--- config.mk ---
export PLATFORM = sky130hd
export DESIGN_NAME = mul32_seq
export DESIGN_NICKNAME = d
export VERILOG_FILES = /design/src/rtl/mul32_seq.sv
export SDC_FILE = /design/constraint.sdc
export NUM_CORES = 1
export LEC_CHECK = 0
export CORE_AREA = 2 2 161 163
export DETAILED_ROUTE_END_ITERATION = 8
export DIE_AREA = 0 0 163 165
export PLACE_DENSITY = 0.58
export SLEW_MARGIN = 20
export SYNTH_ARGS = -nofsm -noshare
export SYNTH_HDL_FRONTEND = slang
export SYNTH_SLANG_ARGS = --single-unit
--- constraint.sdc ---
create_clock -name clk -period 4.4 [get_ports clk]
set_input_delay 0.44 -clock clk [delete_from_list [all_inputs] [get_ports clk]]
set_output_delay 0.44 -clock clk [all_outputs]
set_load 0.005 [all_outputs]
--- src/rtl/mul32_seq.sv ---
// Iterative 32x32->64 multiplier (MULT/MULTU into HI/LO), one cla32 add-and-shift step per cycle.
// Optional signed support is built only when MUL_SIGNED_EN is defined.

module cla32 (
  input  logic [31:0] a,
  input  logic [31:0] b,
  input  logic        ci,
  output logic [31:0] s,
  output logic        co
);

  logic [31:0] g_s;
  logic [31:0] p_s;
  logic [31:0] c_s;
  logic [7:0]  gg_s;
  logic [7:0]  gp_s;
  logic [8:0]  gc_s;

  assign g_s = a & b;
  assign p_s = a ^ b;

  // 4-bit group generate/propagate terms
  always_comb begin
    gg_s = 8'd0;
    gp_s = 8'd0;
    for (int k = 0; k < 8; k++) begin
      gg_s[k] = g_s[4*k+3]
              | (p_s[4*k+3] & g_s[4*k+2])
              | (p_s[4*k+3] & p_s[4*k+2] & g_s[4*k+1])
              | (p_s[4*k+3] & p_s[4*k+2] & p_s[4*k+1] & g_s[4*k]);
      gp_s[k] = &p_s[4*k +: 4];
    end
  end

  // group-level carry chain, then per-bit lookahead inside each group
  always_comb begin
    logic carry;
    gc_s  = 9'd0;
    c_s   = 32'd0;
    carry = ci;
    for (int k = 0; k < 8; k++) begin
      gc_s[k] = carry;
      carry   = gg_s[k] | (gp_s[k] & carry);
    end
    gc_s[8] = carry;
    for (int k = 0; k < 8; k++) begin
      c_s[4*k]   = gc_s[k];
      c_s[4*k+1] = g_s[4*k] | (p_s[4*k] & gc_s[k]);
      c_s[4*k+2] = g_s[4*k+1]
                 | (p_s[4*k+1] & g_s[4*k])
                 | (p_s[4*k+1] & p_s[4*k] & gc_s[k]);
      c_s[4*k+3] = g_s[4*k+2]
                 | (p_s[4*k+2] & g_s[4*k+1])
                 | (p_s[4*k+2] & p_s[4*k+1] & g_s[4*k])
                 | (p_s[4*k+2] & p_s[4*k+1] & p_s[4*k] & gc_s[k]);
    end
  end

  assign s  = p_s ^ c_s;
  assign co = gc_s[8];

endmodule

module mul32_seq (
  input  logic        clk,
  input  logic        rst,
  input  logic        start,
  input  logic        sign,
  input  logic [31:0] a,
  input  logic [31:0] b,
  output logic        busy,
  output logic        done,
  output logic [31:0] hi,
  output logic [31:0] lo
);

  typedef enum logic [1:0] {
    IDLE = 2'd0,
    LOAD = 2'd1,
    RUN  = 2'd2,
    FIX  = 2'd3
  } state_t;

  state_t      state_q, state_d;
  logic [31:0] a_q, a_d;
  logic [31:0] b_q, b_d;
  logic [31:0] mcand_q, mcand_d;
  logic [31:0] acc_hi_q, acc_hi_d;
  logic [31:0] acc_lo_q, acc_lo_d;
  logic [4:0]  cnt_q, cnt_d;
  logic [31:0] hi_q, hi_d;
  logic [31:0] lo_q, lo_d;
  logic        done_q, done_d;
  logic        busy_q, busy_d;

  logic [31:0] cla_b_s;
  logic [31:0] cla_sum_s;
  logic        cla_co_s;

`ifdef MUL_SIGNED_EN
  logic        sign_q, sign_d;
  logic        neg_q, neg_d;
`else
  logic        sign_unused;
  assign sign_unused = sign;
`endif

  assign cla_b_s = acc_lo_q[0] ? mcand_q : 32'd0;

  cla32 u_cla (
    .a  (acc_hi_q),
    .b  (cla_b_s),
    .ci (1'b0),
    .s  (cla_sum_s),
    .co (cla_co_s)
  );

  // next-state and datapath update for the IDLE/LOAD/RUN/FIX sequence
  always_comb begin
    logic [63:0] prod_v;
    state_d  = state_q;
    a_d      = a_q;
    b_d      = b_q;
    mcand_d  = mcand_q;
    acc_hi_d = acc_hi_q;
    acc_lo_d = acc_lo_q;
    cnt_d    = cnt_q;
    hi_d     = hi_q;
    lo_d     = lo_q;
    done_d   = 1'b0;
    prod_v   = {acc_hi_q, acc_lo_q};
`ifdef MUL_SIGNED_EN
    sign_d   = sign_q;
    neg_d    = neg_q;
`endif
    case (state_q)
      IDLE: begin
        if (start) begin
          a_d     = a;
          b_d     = b;
`ifdef MUL_SIGNED_EN
          sign_d  = sign;
`endif
          state_d = LOAD;
        end else begin
          state_d = IDLE;
        end
      end
      LOAD: begin
`ifdef MUL_SIGNED_EN
        if (sign_q && a_q[31]) begin
          mcand_d = ~a_q + 32'd1;
        end else begin
          mcand_d = a_q;
        end
        if (sign_q && b_q[31]) begin
          acc_lo_d = ~b_q + 32'd1;
        end else begin
          acc_lo_d = b_q;
        end
        neg_d = sign_q & (a_q[31] ^ b_q[31]);
`else
        mcand_d  = a_q;
        acc_lo_d = b_q;
`endif
        acc_hi_d = 32'd0;
        cnt_d    = 5'd0;
        state_d  = RUN;
      end
      RUN: begin
        {acc_hi_d, acc_lo_d} = {cla_co_s, cla_sum_s, acc_lo_q[31:1]};
        // cnt holds at 31 on the last step so it never wraps
        if (cnt_q == 5'd31) begin
          state_d = FIX;
        end else begin
          cnt_d   = cnt_q + 5'd1;
          state_d = RUN;
        end
      end
      FIX: begin
`ifdef MUL_SIGNED_EN
        if (neg_q) begin
          prod_v = ~{acc_hi_q, acc_lo_q} + 64'd1;
        end else begin
          prod_v = {acc_hi_q, acc_lo_q};
        end
`endif
        hi_d    = prod_v[63:32];
        lo_d    = prod_v[31:0];
        done_d  = 1'b1;
        state_d = IDLE;
      end
      default: begin
        state_d = IDLE;
      end
    endcase
    busy_d = (state_d != IDLE);
  end

  // state and datapath registers with synchronous reset
  always_ff @(posedge clk) begin
    if (rst) begin
      state_q  <= IDLE;
      a_q      <= 32'd0;
      b_q      <= 32'd0;
      mcand_q  <= 32'd0;
      acc_hi_q <= 32'd0;
      acc_lo_q <= 32'd0;
      cnt_q    <= 5'd0;
      hi_q     <= 32'd0;
      lo_q     <= 32'd0;
      done_q   <= 1'b0;
      busy_q   <= 1'b0;
`ifdef MUL_SIGNED_EN
      sign_q   <= 1'b0;
      neg_q    <= 1'b0;
`endif
    end else begin
      state_q  <= state_d;
      a_q      <= a_d;
      b_q      <= b_d;
      mcand_q  <= mcand_d;
      acc_hi_q <= acc_hi_d;
      acc_lo_q <= acc_lo_d;
      cnt_q    <= cnt_d;
      hi_q     <= hi_d;
      lo_q     <= lo_d;
      done_q   <= done_d;
      busy_q   <= busy_d;
`ifdef MUL_SIGNED_EN
      sign_q   <= sign_d;
      neg_q    <= neg_d;
`endif
    end
  end

  assign busy = busy_q;
  assign done = done_q;
  assign hi   = hi_q;
  assign lo   = lo_q;

endmodule

==> summary.md <==
| Metric | Value |
|---|---|
| Post-synth EDFFs | 0 |
| Combinational Power Share | 0.095 |
| R2R Setup Slk | 0.86 ns |
| WL final | 22500 µm |
| Nets | 1296 |
| # port buffers | 132 |
| CTS tree | yes |
| Slew Limit Fails | 0 |
| Period utilization | 0.804 |
| I/O Pins | 134 |
| Initial core utilization | 0.395 |
| Critical path launch point type | register |
| Mapped Cells | 1081 |
| RSZ-0062 raised after global routing | false |
| Residual DRC | 0 |
| DP Wirelength | 14300 µm |
| Vias in the first global route | 7477 |
| Postcts setup bufs | 0 |
| TNS Setup | 0 ns |
| Layout cells sized above 1 | 0.0593 |
| Sink count of the clock tree | 233 |
| Critical Path AT | 3.92 ns |
| Critical R2R Capture | acc_hi_q[28] |
| Psw | 0.00118 W |
| Max_cap viols | 0 |
| Worst path max stage delay | 0.52 ns |
| Crit Path Category | register to register |
| Vias per cell | 4.94 |
| Final hold vios | 0 |
| Post-Synth XOR/XNOR Area | 0.0186 |
| Row count | 58 |
| Max Fclk | 283 MHz |
| Hold Startpoint | rst |
| Cell Int Power | 0.00362 W |
| Synthesis Warnings | 0 |
| Synth Net Count | 1196 |
| CTS H-tree lvls | 1 |
| Power share of the clock group | 0.432 |
| # diodes | 0 |
| Worst Path Required | 4.78 ns |
| Hold bufs inserted after CTS | 0 |
| Worst-Margin Slew | 1.04 ns |
| Sequential fraction of design power | 0.473 |
| Hold Path End | lo[23] |
| Total grt overflow | 0 |
| Worst-Skew Late Latency | 0.53 ns |
| Area Growth Syn to Fin | 24.1% |
| Hold path depth | 2 |
| Synth Cell Area | 9900 µm² |
| Compound-Gate Fraction of Synth Area | 0.117 |
| Power per cell area | 391 nW/µm² |
| Hold Path Class | primary input to register |
| Largest net degree at the start of global routing | 105 |
| Wire length per cell | 14.7 µm |
| Synth cell types | 52 |
| Clk root buf | clkbuf_16 |
| Worst R2R Path Depth | 13 |
| Routed Antenna Nets | 0 |
| CP Capture Type | register |
| CP Cell Sequence | buf_4, and2_1, ha_1, a21o_1, a221o_1, a221oi_2, o21ai_2, a41oi_1, o21bai_1, fa_1, xor2_1, a22oi_1, nor2_1 |
| Worst slew margin | 0.308 |
| Iter 0 DRT Violations | 389 |
| Vias | 7545 |
| Die W | 163 µm |
| Primary FF master, synth | dfxtp_1 |
| CTS buffer count | 26 |
| Clock Pin Slew Worst Setup and Hold Paths | 0.06 ns |
| Adder-cell area share of the yosys netlist | 0.0655 |
| Core Footprint | 25000 µm² |
| FFs w/ async S/R, synth | 0 |
| Switching part of the total | 0.245 |
| Clock skew | 0.0109 ns |
| Die ar. | 26900 µm² |
| Pleak | 4.69 nW |
| Peak VDD IR | 0.237 mV |
| Max clock buf depth | 3 |
| Antenna violations before repair | 1 |
| CP max stage cell | dfxtp_1 |
| Simple-gate portion of the synthesized area | 0.166 |
| DIE HEIGHT | 165 µm |
| Final setup viols | 0 |
| Largest family of logic cells by synthesized area | simple AND/OR/NAND/NOR gates |
| First-pass GRT wire length | 37500 µm |
| Cts repair resizes | 0 |
| Syn Area/Cell | 9.15 µm² |
| RePlAce Congestion | 0.738 |
| Reg2reg start | acc_lo_q[0] |
| Outcome | complete, no violations |
| Crit Path Max Fanout | 17 |
| Post-synthesis mux area share | 0.130 |
| Yosys reg bits | 233 |
| Sequential area share after synthesis | 0.471 |
| Router iterations before antenna repair | 4 |
| Placement Setup Slack | 0.813 ns |
| Worst setup margin | 0.863 ns |
| GRT Total Usage | 0.170 |
| Min cycle time layout | 3.54 ns |
sequential cells by signal, indices dropped and copies added, names as in the netlist:
name      cells
a_q          32
acc_hi_q     32
acc_lo_q     32
b_q          32
busy          1
cnt_q         5
done          1
hi           32
lo           32
mcand_q      32
state_q       2
how the worst max path moves through the flow:
stage	depth (start not counted)	startpoint	to	slack (ns)
after floorplan	13	acc_lo_q[0]	acc_hi_q[28]	1.27
after global placement	13	acc_lo_q[0]	acc_hi_q[28]	0.82
after detailed placement	13	acc_lo_q[0]	acc_hi_q[28]	0.81
after CTS	13	acc_lo_q[0]	acc_hi_q[28]	0.80
after global routing	14	acc_lo_q[0]	acc_hi_q[28]	0.66
final	13	acc_lo_q[0]	acc_hi_q[28]	0.86
power by group through the flow:
stage               registers, W  logic, W  clock network, W
finish                   0.00227  0.000457           0.00207
global route             0.00229  0.000513           0.00221
CTS                      0.00227  0.000468           0.00213
detailed placement       0.00232  0.000466                 0
global placement         0.00232  0.000460                 0
floorplan                0.00230  0.000309                 0
cell usage after synthesis (2+ instances only):
| cell type | number | area (µm²) |
|---|---|---|
| nor3_1 | 3 | 15.0 |
| nor2_1 | 154 | 578 |
| a21o_1 | 11 | 82.6 |
| clkbuf_1 | 53 | 199 |
| buf_1 | 16 | 60.1 |
| nor3b_1 | 2 | 15.0 |
| nand2b_1 | 2 | 12.5 |
| a221oi_1 | 2 | 17.5 |
| o21ai_1 | 2 | 10.0 |
| nand3_1 | 11 | 55.1 |
| nand2_1 | 160 | 601 |
| ha_1 | 39 | 488 |
| and3_2 | 2 | 15.0 |
| a21oi_1 | 91 | 455 |
| inv_1 | 9 | 33.8 |
| mux2i_1 | 129 | 1290 |
| fa_1 | 8 | 160 |
| and2_1 | 35 | 219 |
| o21bai_1 | 2 | 15.0 |
| a211oi_1 | 35 | 263 |
| and3_1 | 2 | 12.5 |
| xnor2_1 | 7 | 61.3 |
| a22oi_1 | 14 | 105 |
| nor2b_1 | 3 | 18.8 |
| dfxtp_1 | 233 | 4660 |
| xor2_1 | 14 | 123 |
| o21ai_0 | 16 | 80.1 |
| and2_2 | 2 | 15.0 |
metrics by stage:
stage               hold slack [ns]  area [µm²]  utilization  std cells  power [W]
floorplan                     0.436        9900            -       1081    0.00261
global placement              0.442       11500        0.458       1483    0.00278
detailed placement            0.447       11500        0.458       1483    0.00279
CTS                           0.431       12300        0.491       1527    0.00487
global route                  0.451       12300        0.491       1527    0.00501
finish                        0.401       12300        0.491       1527    0.00480
worst max-delay path, delay by kind of cell, from the launching register on:
kind | cells | cell delay [ns]
and+or+nand+nor | 2 | 0.22
DFF | 1 | 0.52
buffers and inverters | 1 | 0.29
AOI/OAI and AO/OA | 7 | 1.55
adders and majority gates | 2 | 0.67
xor gates and xnor gates | 1 | 0.15
area by class of cell:
| type | count | area [µm²] |
|---|---|---|
| Clock buffer | 38 | 787 |
| Clock inverter | 6 | 38.8 |
| Fill cell | 2427 | 12800 |
| Inverter | 10 | 37.5 |
| Multi-Input combinational cell | 768 | 4940 |
| Sequential cell | 233 | 4660 |
| Tap cell | 330 | 413 |
| Timing Repair Buffer | 142 | 1400 |
layout by cell type, fill, tap and decap left out, types with 3 or more instances in the layout:
| cell type | count |
|---|---|
| inv_1 | 9 |
| xor2_1 | 14 |
| a211oi_1 | 35 |
| clkbuf_1 | 4 |
| clkbuf_8 | 7 |
| and2_1 | 34 |
| nand3_1 | 11 |
| a22oi_1 | 14 |
| xnor2_1 | 7 |
| nor2_1 | 154 |
| nor3_1 | 3 |
| a21o_1 | 11 |
| o21ai_0 | 16 |
| a21oi_1 | 91 |
| dfxtp_1 | 233 |
| fa_1 | 8 |
| clkdlybuf4s50_1 | 131 |
| nand2_1 | 159 |
| ha_1 | 35 |
| nor2b_1 | 3 |
| mux2i_1 | 129 |
| clkbuf_16 | 27 |
| and2_2 | 3 |
| clkinv_2 | 3 |
| buf_4 | 10 |
| ha_2 | 3 |
layer usage:
| layer | share of wire | track usage | routed length (µm) | vias up |
|---|---|---|---|---|
| li1 | - | - | - | 3891 |
| met1 | 0.48 | 0.229 | 10800 | 3499 |
| met2 | 0.46 | 0.287 | 10400 | 120 |
| met3 | 0.039 | 0.0254 | 876 | 33 |
| met4 | 0.020 | 0.0451 | 440 | 2 |
| met5 | 0.00071 | 0 | 16 | - |
cells by family after synthesis:
family,Yosys count
AOI/OAI and AO/OA,186
xor gates and xnor gates,21
adders and majority gates,47
buffers and inverters,80
DFF,233
muxes,129
and+or+nand+nor,385
(Power assumes the default switching activity.)
